### src/rtl/av_note_scheduler.sv
// -----------------------------------------------------------------------------
// av_note_scheduler
//
// Chart-reader front end for the AV string renderers. It walks a song-chart
// ROM in address order. Each note event (fret, fret_en, fret_time) is emitted
// a fixed LOOKAHEAD ahead of its hit time, so the notes scroll into view
// before song_time reaches them. All logic runs on the clk65 domain.
//
// Ports
//   i_clk65          pixel/system clock, rising edge
//   i_reset          synchronous, active-high reset (takes priority over start)
//   i_start          1-cycle pulse: rewind to entry 0 and begin a song
//   i_pause          hold: no emission, pointer frozen at the pending entry
//   i_song_time      current song position (same units as chart hit times)
//   o_rom_addr       chart ROM read address (always the entry pointer)
//   i_rom_data       {hit_time[51:36], fret[35:6], en[5:0]}, valid 1 cycle
//                    after o_rom_addr
//   o_fret           5 bits per string, string6 in [29:25] .. string1 in [4:0]
//   o_fret_time      hit time of the emitted event
//   o_fret_en        per-string enable, nonzero only in the emit pulse
//   o_busy           high from start until DONE
//   o_done           high in DONE until the next start or reset
//   o_notes_emitted  emit pulses since the last start
//   o_dbg_state      current FSM state, for debug and checkers
//
// Interface timing
//   ROM side: o_rom_addr is presented in FETCH. i_rom_data is sampled at the
//   end of WAIT, one cycle later.
//   Output side: there is no back-pressure. An event is "valid" for exactly
//   one cycle, the EMIT cycle. In that cycle o_notes_emitted has already
//   advanced. o_fret_en carries the entry's enables, and may be all-zero for
//   a consumed empty entry.
// -----------------------------------------------------------------------------
module av_note_scheduler #(
  parameter int          ADDR_W    = 12,
  parameter logic [15:0] LOOKAHEAD = 16'd2000
) (
  input  logic              i_clk65,
  input  logic              i_reset,
  input  logic              i_start,
  input  logic              i_pause,
  input  logic [15:0]       i_song_time,
  output logic [ADDR_W-1:0] o_rom_addr,
  input  logic [51:0]       i_rom_data,
  output logic [29:0]       o_fret,
  output logic [15:0]       o_fret_time,
  output logic [5:0]        o_fret_en,
  output logic              o_busy,
  output logic              o_done,
  output logic [15:0]       o_notes_emitted,
  output logic [2:0]        o_dbg_state
);

  typedef enum logic [2:0] {
    S_IDLE  = 3'd0,
    S_FETCH = 3'd1,
    S_WAIT  = 3'd2,
    S_CHECK = 3'd3,
    S_EMIT  = 3'd4,
    S_DONE  = 3'd5
  } state_t;

  state_t            r_state;
  state_t            w_next;
  logic [ADDR_W-1:0] r_ptr;
  logic [51:0]       r_entry;
  logic [29:0]       r_fret;
  logic [15:0]       r_fret_time;
  logic [5:0]        r_fret_en;
  logic              r_busy;
  logic              r_done;
  logic [15:0]       r_notes;

  logic [15:0]       w_entry_time;
  logic [29:0]       w_entry_fret;
  logic [5:0]        w_entry_en;
  logic              w_is_marker;
  logic              w_due;
  logic              w_ptr_last;
  logic              w_emit_go;

  assign w_entry_time = r_entry[51:36];
  assign w_entry_fret = r_entry[35:6];
  assign w_entry_en   = r_entry[5:0];

  // End-of-chart marker: no strings enabled and the maximum hit time.
  assign w_is_marker  = (w_entry_en == 6'd0) && (w_entry_time == 16'hFFFF);

  // The sum is done in 17 bits. Without that, a song_time near the top of
  // the range would wrap and late-chart notes would never come due.
  assign w_due        = ({1'b0, w_entry_time}) <=
                        ({1'b0, i_song_time} + {1'b0, LOOKAHEAD});

  // The last ROM slot ends the song even without a marker. The pointer
  // never wraps back to 0.
  assign w_ptr_last   = (r_ptr == {ADDR_W{1'b1}});

  // Next-state logic. A start pulse overrides every state, so it also
  // cancels a pending CHECK->EMIT decision in the same cycle.
  always_comb begin
    w_next = r_state;
    if (i_start) begin
      w_next = S_FETCH;
    end else begin
      case (r_state)
        S_IDLE:  w_next = S_IDLE;
        S_FETCH: w_next = S_WAIT;
        S_WAIT:  w_next = S_CHECK;
        S_CHECK: begin
          if (w_is_marker)          w_next = S_DONE;
          else if (!i_pause && w_due) w_next = S_EMIT;
          else                      w_next = S_CHECK;
        end
        S_EMIT:  w_next = w_ptr_last ? S_DONE : S_FETCH;
        S_DONE:  w_next = S_DONE;
        default: w_next = S_IDLE;
      endcase
    end
  end

  // Outputs are registered. They are loaded on the edge that enters EMIT,
  // so the pulse is aligned with the EMIT state.
  assign w_emit_go = (r_state == S_CHECK) && (w_next == S_EMIT);

  always_ff @(posedge i_clk65) begin
    if (i_reset) begin
      r_state     <= S_IDLE;
      r_ptr       <= '0;
      r_entry     <= '0;
      r_fret      <= '0;
      r_fret_time <= '0;
      r_fret_en   <= '0;
      r_busy      <= 1'b0;
      r_done      <= 1'b0;
      r_notes     <= '0;
    end else begin
      r_state <= w_next;

      if (i_start) begin
        r_ptr <= '0;
      end else if ((r_state == S_EMIT) && !w_ptr_last) begin
        r_ptr <= r_ptr + ADDR_W'(1);
      end

      if (r_state == S_WAIT) begin
        r_entry <= i_rom_data;
      end

      if (w_emit_go) begin
        r_fret      <= w_entry_fret;
        r_fret_time <= w_entry_time;
        r_fret_en   <= w_entry_en;
      end else begin
        r_fret_en   <= 6'd0;
      end

      if (i_start) begin
        r_notes <= '0;
      end else if (w_emit_go) begin
        r_notes <= r_notes + 16'd1;
      end

      r_busy <= (w_next == S_FETCH) || (w_next == S_WAIT) ||
                (w_next == S_CHECK) || (w_next == S_EMIT);
      r_done <= (w_next == S_DONE);
    end
  end

  assign o_rom_addr      = r_ptr;
  assign o_fret          = r_fret;
  assign o_fret_time     = r_fret_time;
  assign o_fret_en       = r_fret_en;
  assign o_busy          = r_busy;
  assign o_done          = r_done;
  assign o_notes_emitted = r_notes;
  assign o_dbg_state     = r_state;

endmodule

### config.mk
export PLATFORM = sky130hd
export DESIGN_NAME = av_note_scheduler
export DESIGN_NICKNAME = d
export VERILOG_FILES = /design/src/rtl/av_note_scheduler.sv
export SDC_FILE = /design/constraint.sdc
export NUM_CORES = 1
export LEC_CHECK = 0
export BUFFER_PORTS_ARGS = -buffer_cell sky130_fd_sc_hd__buf_2
export CAP_MARGIN = 20
export CORE_MARGIN = 8
export CORE_UTILIZATION = 47
export DETAILED_ROUTE_END_ITERATION = 16
export PLACE_DENSITY = 0.76
export SLEW_MARGIN = 0
export SYNTH_ARGS = -nofsm -noshare
export SYNTH_HDL_FRONTEND = slang
export SYNTH_SLANG_ARGS = --single-unit
### constraint.sdc
create_clock -name i_clk65 -period 2.9 [get_ports i_clk65]
set_input_delay 0.145 -clock i_clk65 [delete_from_list [all_inputs] [get_ports i_clk65]]
set_output_delay 0.145 -clock i_clk65 [all_outputs]
set_load 0.1 [all_outputs]
After elaboration in Yosys (flattened, before gate mapping)
Cells that the tools add are included.
{"block": "word_totals", "ff_bits": 137, "input_bits": 72, "out_inout_bits": 85, "wordCells": 43}
{"block": "op_classes", "n_addsub": 3, "magnitude_cmp": 1, "n_eq_ne": 12, "n_mux": 5, "bitwise_logic": 1, "reduce_logical": 12}
{"op": "adder 16 x 11 -> 17 bit, second input constant", "count": 1}
{"op": "less-or-equal comparator 16 x 17 -> 1 bit", "count": 1}
{"op": "adder 16 x 1 -> 16 bit, second input constant", "count": 1}
{"op": "== test 16 bit, second input constant", "count": 1}
{"op": "case mux 3 bit (5 select lines)", "count": 1}
{"op": "adder 12 x 1 -> 12 bit, second input constant", "count": 1}
{"op": "== test 12 bit, second input constant", "count": 1}
{"op": "== test 3 x 2 -> 1 bit, second input constant", "count": 4}
{"op": "== test 3 bit, second input constant", "count": 4}
{"op": "2-to-1 mux 3 bit", "count": 4}
{"op": "== test 3 x 1 -> 1 bit, second input constant", "count": 2}
{"op": "logical NOT 6 bit", "count": 1}
{"op": "logical AND 1 bit", "count": 4}
{"op": "OR reduction 2 bit", "count": 2}
{"op": "logical OR 1 bit", "count": 3}
{"op": "logical NOT 1 bit", "count": 2}
{"op": "NOT 1 bit", "count": 1}

Logic depth before layout (Yosys ltp)
{"block": "logic_depth", "word_depth": 11, "mapped_depth": 16}

Least setup slack after synthesis
Ideal clock, no wire load.
{"block": "synth_path", "kind": "register to register", "startpoint": "reg r_state[1] (netlist: o_dbg_state[1])", "endpoint": "reg r_notes[10] (netlist: o_notes_emitted[10])", "setup_ps": 70, "arrival_time_ps": 3287, "path_slack_ps": -457, "path_stages_with_launch": 11, "path_buffers": 1, "period_less_slack_ps": 3357, "cell_sequence": "dfxtp_1 inv_1 ha_1 nand2b_1 nor2_1 a211oi_1 a31oi_1 or3_4 buf_6 or4_1 a21oi_1"}
{"block": "synth_via", "elab_chain_len": 5}
{"item": "from (decl)", "line": "63", "rtl": "state_t r_state;"}
{"item": "from (signal assigned)", "line": "137", "rtl": "r_state <= w_next;"}
{"item": "== test 3 bit, or another cell as far along", "line": "105", "rtl": "case (r_state)"}
{"item": "case mux 3 bit (5 select lines)", "line": "105"}
{"item": "2-to-1 mux 3 bit", "line": "102", "rtl": "if (i_start) begin"}
{"item": "== test 3 bit", "line": "123", "rtl": "assign w_emit_go = (r_state == S_CHECK) && (w_next == S_EMIT);"}
{"item": "logical AND 1 bit *", "line": "123"}
{"item": "to (signal assigned)", "line": "160", "rtl": "r_notes <= r_notes + 16'd1;"}
{"item": "to (decl)", "line": "72", "rtl": "logic [15:0] r_notes;"}
Mark *: on every way between the ends. The rest lies on a longest branch, timed or not.
A chain may end at the register's enable or synchronous reset.

Final worst setup path
{"block": "layout_path", "startpoint": "in i_song_time[7]", "endpoint": "reg r_notes[15] (netlist: o_notes_emitted[15])"}
{"block": "layout_via", "elab_chain_len": 9}
{"item": "from (decl)", "line": "42", "rtl": "input logic [15:0] i_song_time,"}
{"item": "adder 16 x 11 -> 17 bit", "line": "92", "rtl": "({1'b0, i_song_time} + {1'b0, LOOKAHEAD});"}
{"item": "less-or-equal comparator 16 x 17 -> 1 bit", "line": "91", "rtl": "assign w_due = ({1'b0, w_entry_time}) <="}
{"item": "logical AND 1 bit", "line": "111", "rtl": "else if (!i_pause && w_due) w_next = S_EMIT;"}
{"item": "2-to-1 mux 3 bit", "line": "111"}
{"item": "2-to-1 mux 3 bit", "line": "110", "rtl": "if (w_is_marker) w_next = S_DONE;"}
{"item": "case mux 3 bit (5 select lines)", "line": "105"}
{"item": "2-to-1 mux 3 bit", "line": "102"}
{"item": "== test 3 bit", "line": "123"}
{"item": "logical AND 1 bit", "line": "123"}
No other way between the ends.

==> results.yml <==
pwr:
  powerDensity_nw_per_um2: 562
  p_leak_nw: 3.20
  p_total_w: 0.00446
  max-vdd-ir-drop_mv: 0.446
critical_path:
  end_kind: "flip-flop"
  worstRegToRegCells: 8
  r2r_setup_slack_ns: 0.21
  timing.rr.end: "o_fret_time[6]"
  arrival_ns: 3.09
  regToRegStartpoint: "r_entry[51]"
  critPathRequiredTime_ns: 3.25
  crit_fanout: 12
  worstSetupPathType: "in -> reg"
  start_kind: "input pin"
hold_path:
  hold-path-endpoint: "o_fret[6]"
  hold_depth: 2
  hp-class: "in -> reg"
  min_from: "i_reset"
sta:
  hold_violations: 0
  slew_headroom_pct: 60.4
  rsz0062_at_grt: "false"
  worstMarginPinSlew_ns: 0.593
  fmax_mhz: 364
  finalSetupViolCount: 0
  timing.hold.ws_ns: 0.0714
  fin_crit_sh_pct: 94.8
  min_period_ns: 2.75
  finalMaxSlewViolations: 0
  finClkSkew_ns: 0.0145
global_route:
  grt_usage_pct: 21.4
  grt_pass1_vias: 5737
  grt_pass1_wl_mm: 27.5
  antenna_found_initial: 0
  grt_max_degree: 54
  gr-total-overflow: 0
cells_and_area:
  syn2layout_area_growth_pct: 39.7
  mostFrequentLayoutCell: "nand2_1"
  nets: 1021
  drive_gt1_share_pct: 24.7
  mostFrequentLayoutCells: "nand2_1 (219), buf_2 (155), dfxtp_1 (135), a21oi_1 (121), dlygate4sd3_1 (52)"
  final_cell_area_um2: 7940
  final_cells: 1089
  fillerInstances: 980
  final_util_pct: 66.6
  antennaDiodeCount: 0
cts:
  clockBufferDepth: 2
  cts_tree: "done"
  clk_latency_ns: 0.42
  ctsRootBufferMaster: "clkbuf_16"
  clkTransAtPathRegs_ns: 0.06
  cts_sinks: 137
  htree_levels: 4
  cts_made_buffers: 17
place:
  io_buffer_count: 156
  placedInstanceArea_um2: 6740
  dp_cells: 1003
  dp_hpwl_mm: 10.9
  place_congestion: 0.850
die:
  die-area_um2: 15900
  io_pins: 157
  initial_core_util_pct: 47.7
  core-area_um2: 11900
  die_y_um: 126
  die_w_um: 126
  core.rowCount: 40
synthesis:
  syn_inst: 714
  synthArstFlopShare_pct: 0
  synth_nets: 806
  syn_area_um2: 5680
  synth_edf_count: 0
  ys.flop_type: "dfxtp_1"
  avgSynthCellArea_um2: 7.96
  synth.distinct_cells: 45
  synth_seq_cells: 137
  synth_warnings: 0
  seq_area_frac_synth_pct: 48.3
flow_run:
  drv_cap: 0
detailed_routing:
  routed_via_density: 5.28
  drc: 0
  routed-via-count: 5746
  drt_wl_total_mm: 17.3
  ant_nets: 0
  first_pass_iters: 5
  wire_per_inst_um: 15.9
  drt_iter0_drc: 452
outcome:
  status: "finished, final reports clean"
[synthesized netlist by cell type (all sizes together), types with 10 or more instances]
cell type | n | area [µm²]
ha | 20 | 250
xnor2 | 12 | 105
clkbuf | 34 | 128
inv | 12 | 45.0
nand2 | 219 | 822
dfxtp | 137 | 2740
nor2 | 28 | 105
nand4 | 15 | 93.8
nor3 | 12 | 60.1
a21oi | 121 | 606
nand3 | 10 | 50.1
or3 | 12 | 80.1
o21ai | 14 | 70.1
[final cells by class]
class / count / area (µm²) / area share [%]
Clock buffer: 23 / 488 / 6.15
Timing Repair Buffer: 236 / 1540 / 19.4
Clock inverter: 9 / 136 / 1.72
Tap cell: 147 / 184 / 2.32
Inverter: 12 / 45.0 / 0.568
Sequential cell: 137 / 2750 / 34.6
Multi-Input combinational cell: 525 / 2800 / 35.3
[how the worst max path moves through the flow]
stage | endpoint | startpoint | cells after the start
2_1_floorplan | o_notes_emitted[7] | i_song_time[8] | 13
3_3_place_gp | o_notes_emitted[14] | i_song_time[8] | 12
3_5_place_dp | o_notes_emitted[15] | i_song_time[8] | 12
4_1_cts | o_fret[3] | r_entry[51] | 8
5_1_grt | o_fret_time[6] | i_song_time[7] | 14
6_report | o_notes_emitted[15] | i_song_time[7] | 12
[registers in the layout, summed over array words and instances, names as in the netlist]
name             flops
o_fret_time         16
o_busy               1
o_fret_en            6
o_dbg_state          3
o_fret              30
o_done               1
o_rom_addr          12
o_notes_emitted     16
r_entry             52
[per-stage QoR]
stage / setup WS (ns) / TNS (ns)
after global routing: 0.0111 / 0
final: 0.152 / 0
after CTS: 0.0526 / 0
after detailed placement: -0.314 / -16.72
after floorplan: -0.0321 / -0.201
after global placement: -0.259 / -12.47
[cells by family (layout without fill, tap and decap cells)]
logic type / after synthesis / after routing / share of synthesized area [%]
AND/OR/NAND/NOR: 325 / 326 / 25.0
AO/OA/AOI/OAI: 157 / 157 / 15.0
flip-flops: 137 / 137 / 48.3
buffers and inverters: 53 / 280 / 3.88
XOR/XNOR: 21 / 21 / 3.24
adder cells (fa/ha/maj): 20 / 20 / 4.40
multiplexers: 1 / 1 / 0.176
[timing repair]
action	CTS	global route
resized for setup	0	7
setup buffers	0	0
endpoints found under the hold margin	52	0
endpoints found under the setup margin	0	37
hold buffers	52	0
[worst max-delay path, cell delays in order]
cell and delay (ns):
buf_2 0.12, nor4_4 0.33, a21oi_1 0.13, xnor2_1 0.15, ha_1 0.35, a211oi_2 0.23
o211ai_1 0.10, a211o_1 0.30, o211a_4 0.27, or3_4 0.41, or4_1 0.42, a21oi_1 0.12
[metal layers]
metal | global-route usage [%] | wire length, µm | vias up
met5 | 0 | 0 | -
met4 | 9.13 | 380 | 0
met3 | 7.68 | 1490 | 35
met2 | 35.8 | 8310 | 239
met1 | 24.2 | 7110 | 2622
li1 | - | - | 2850
[power breakdown]
group          internal, W  leakage (nW)  switching [W]  total, W
registers          0.00190          1.11      0.0000127   0.00191
clock network      0.00145         0.300       0.000813   0.00226
logic             0.000140          1.80       0.000149  0.000289
total              0.00349          3.20       0.000974   0.00446
Note: power is estimated with default switching activity, not from simulation.
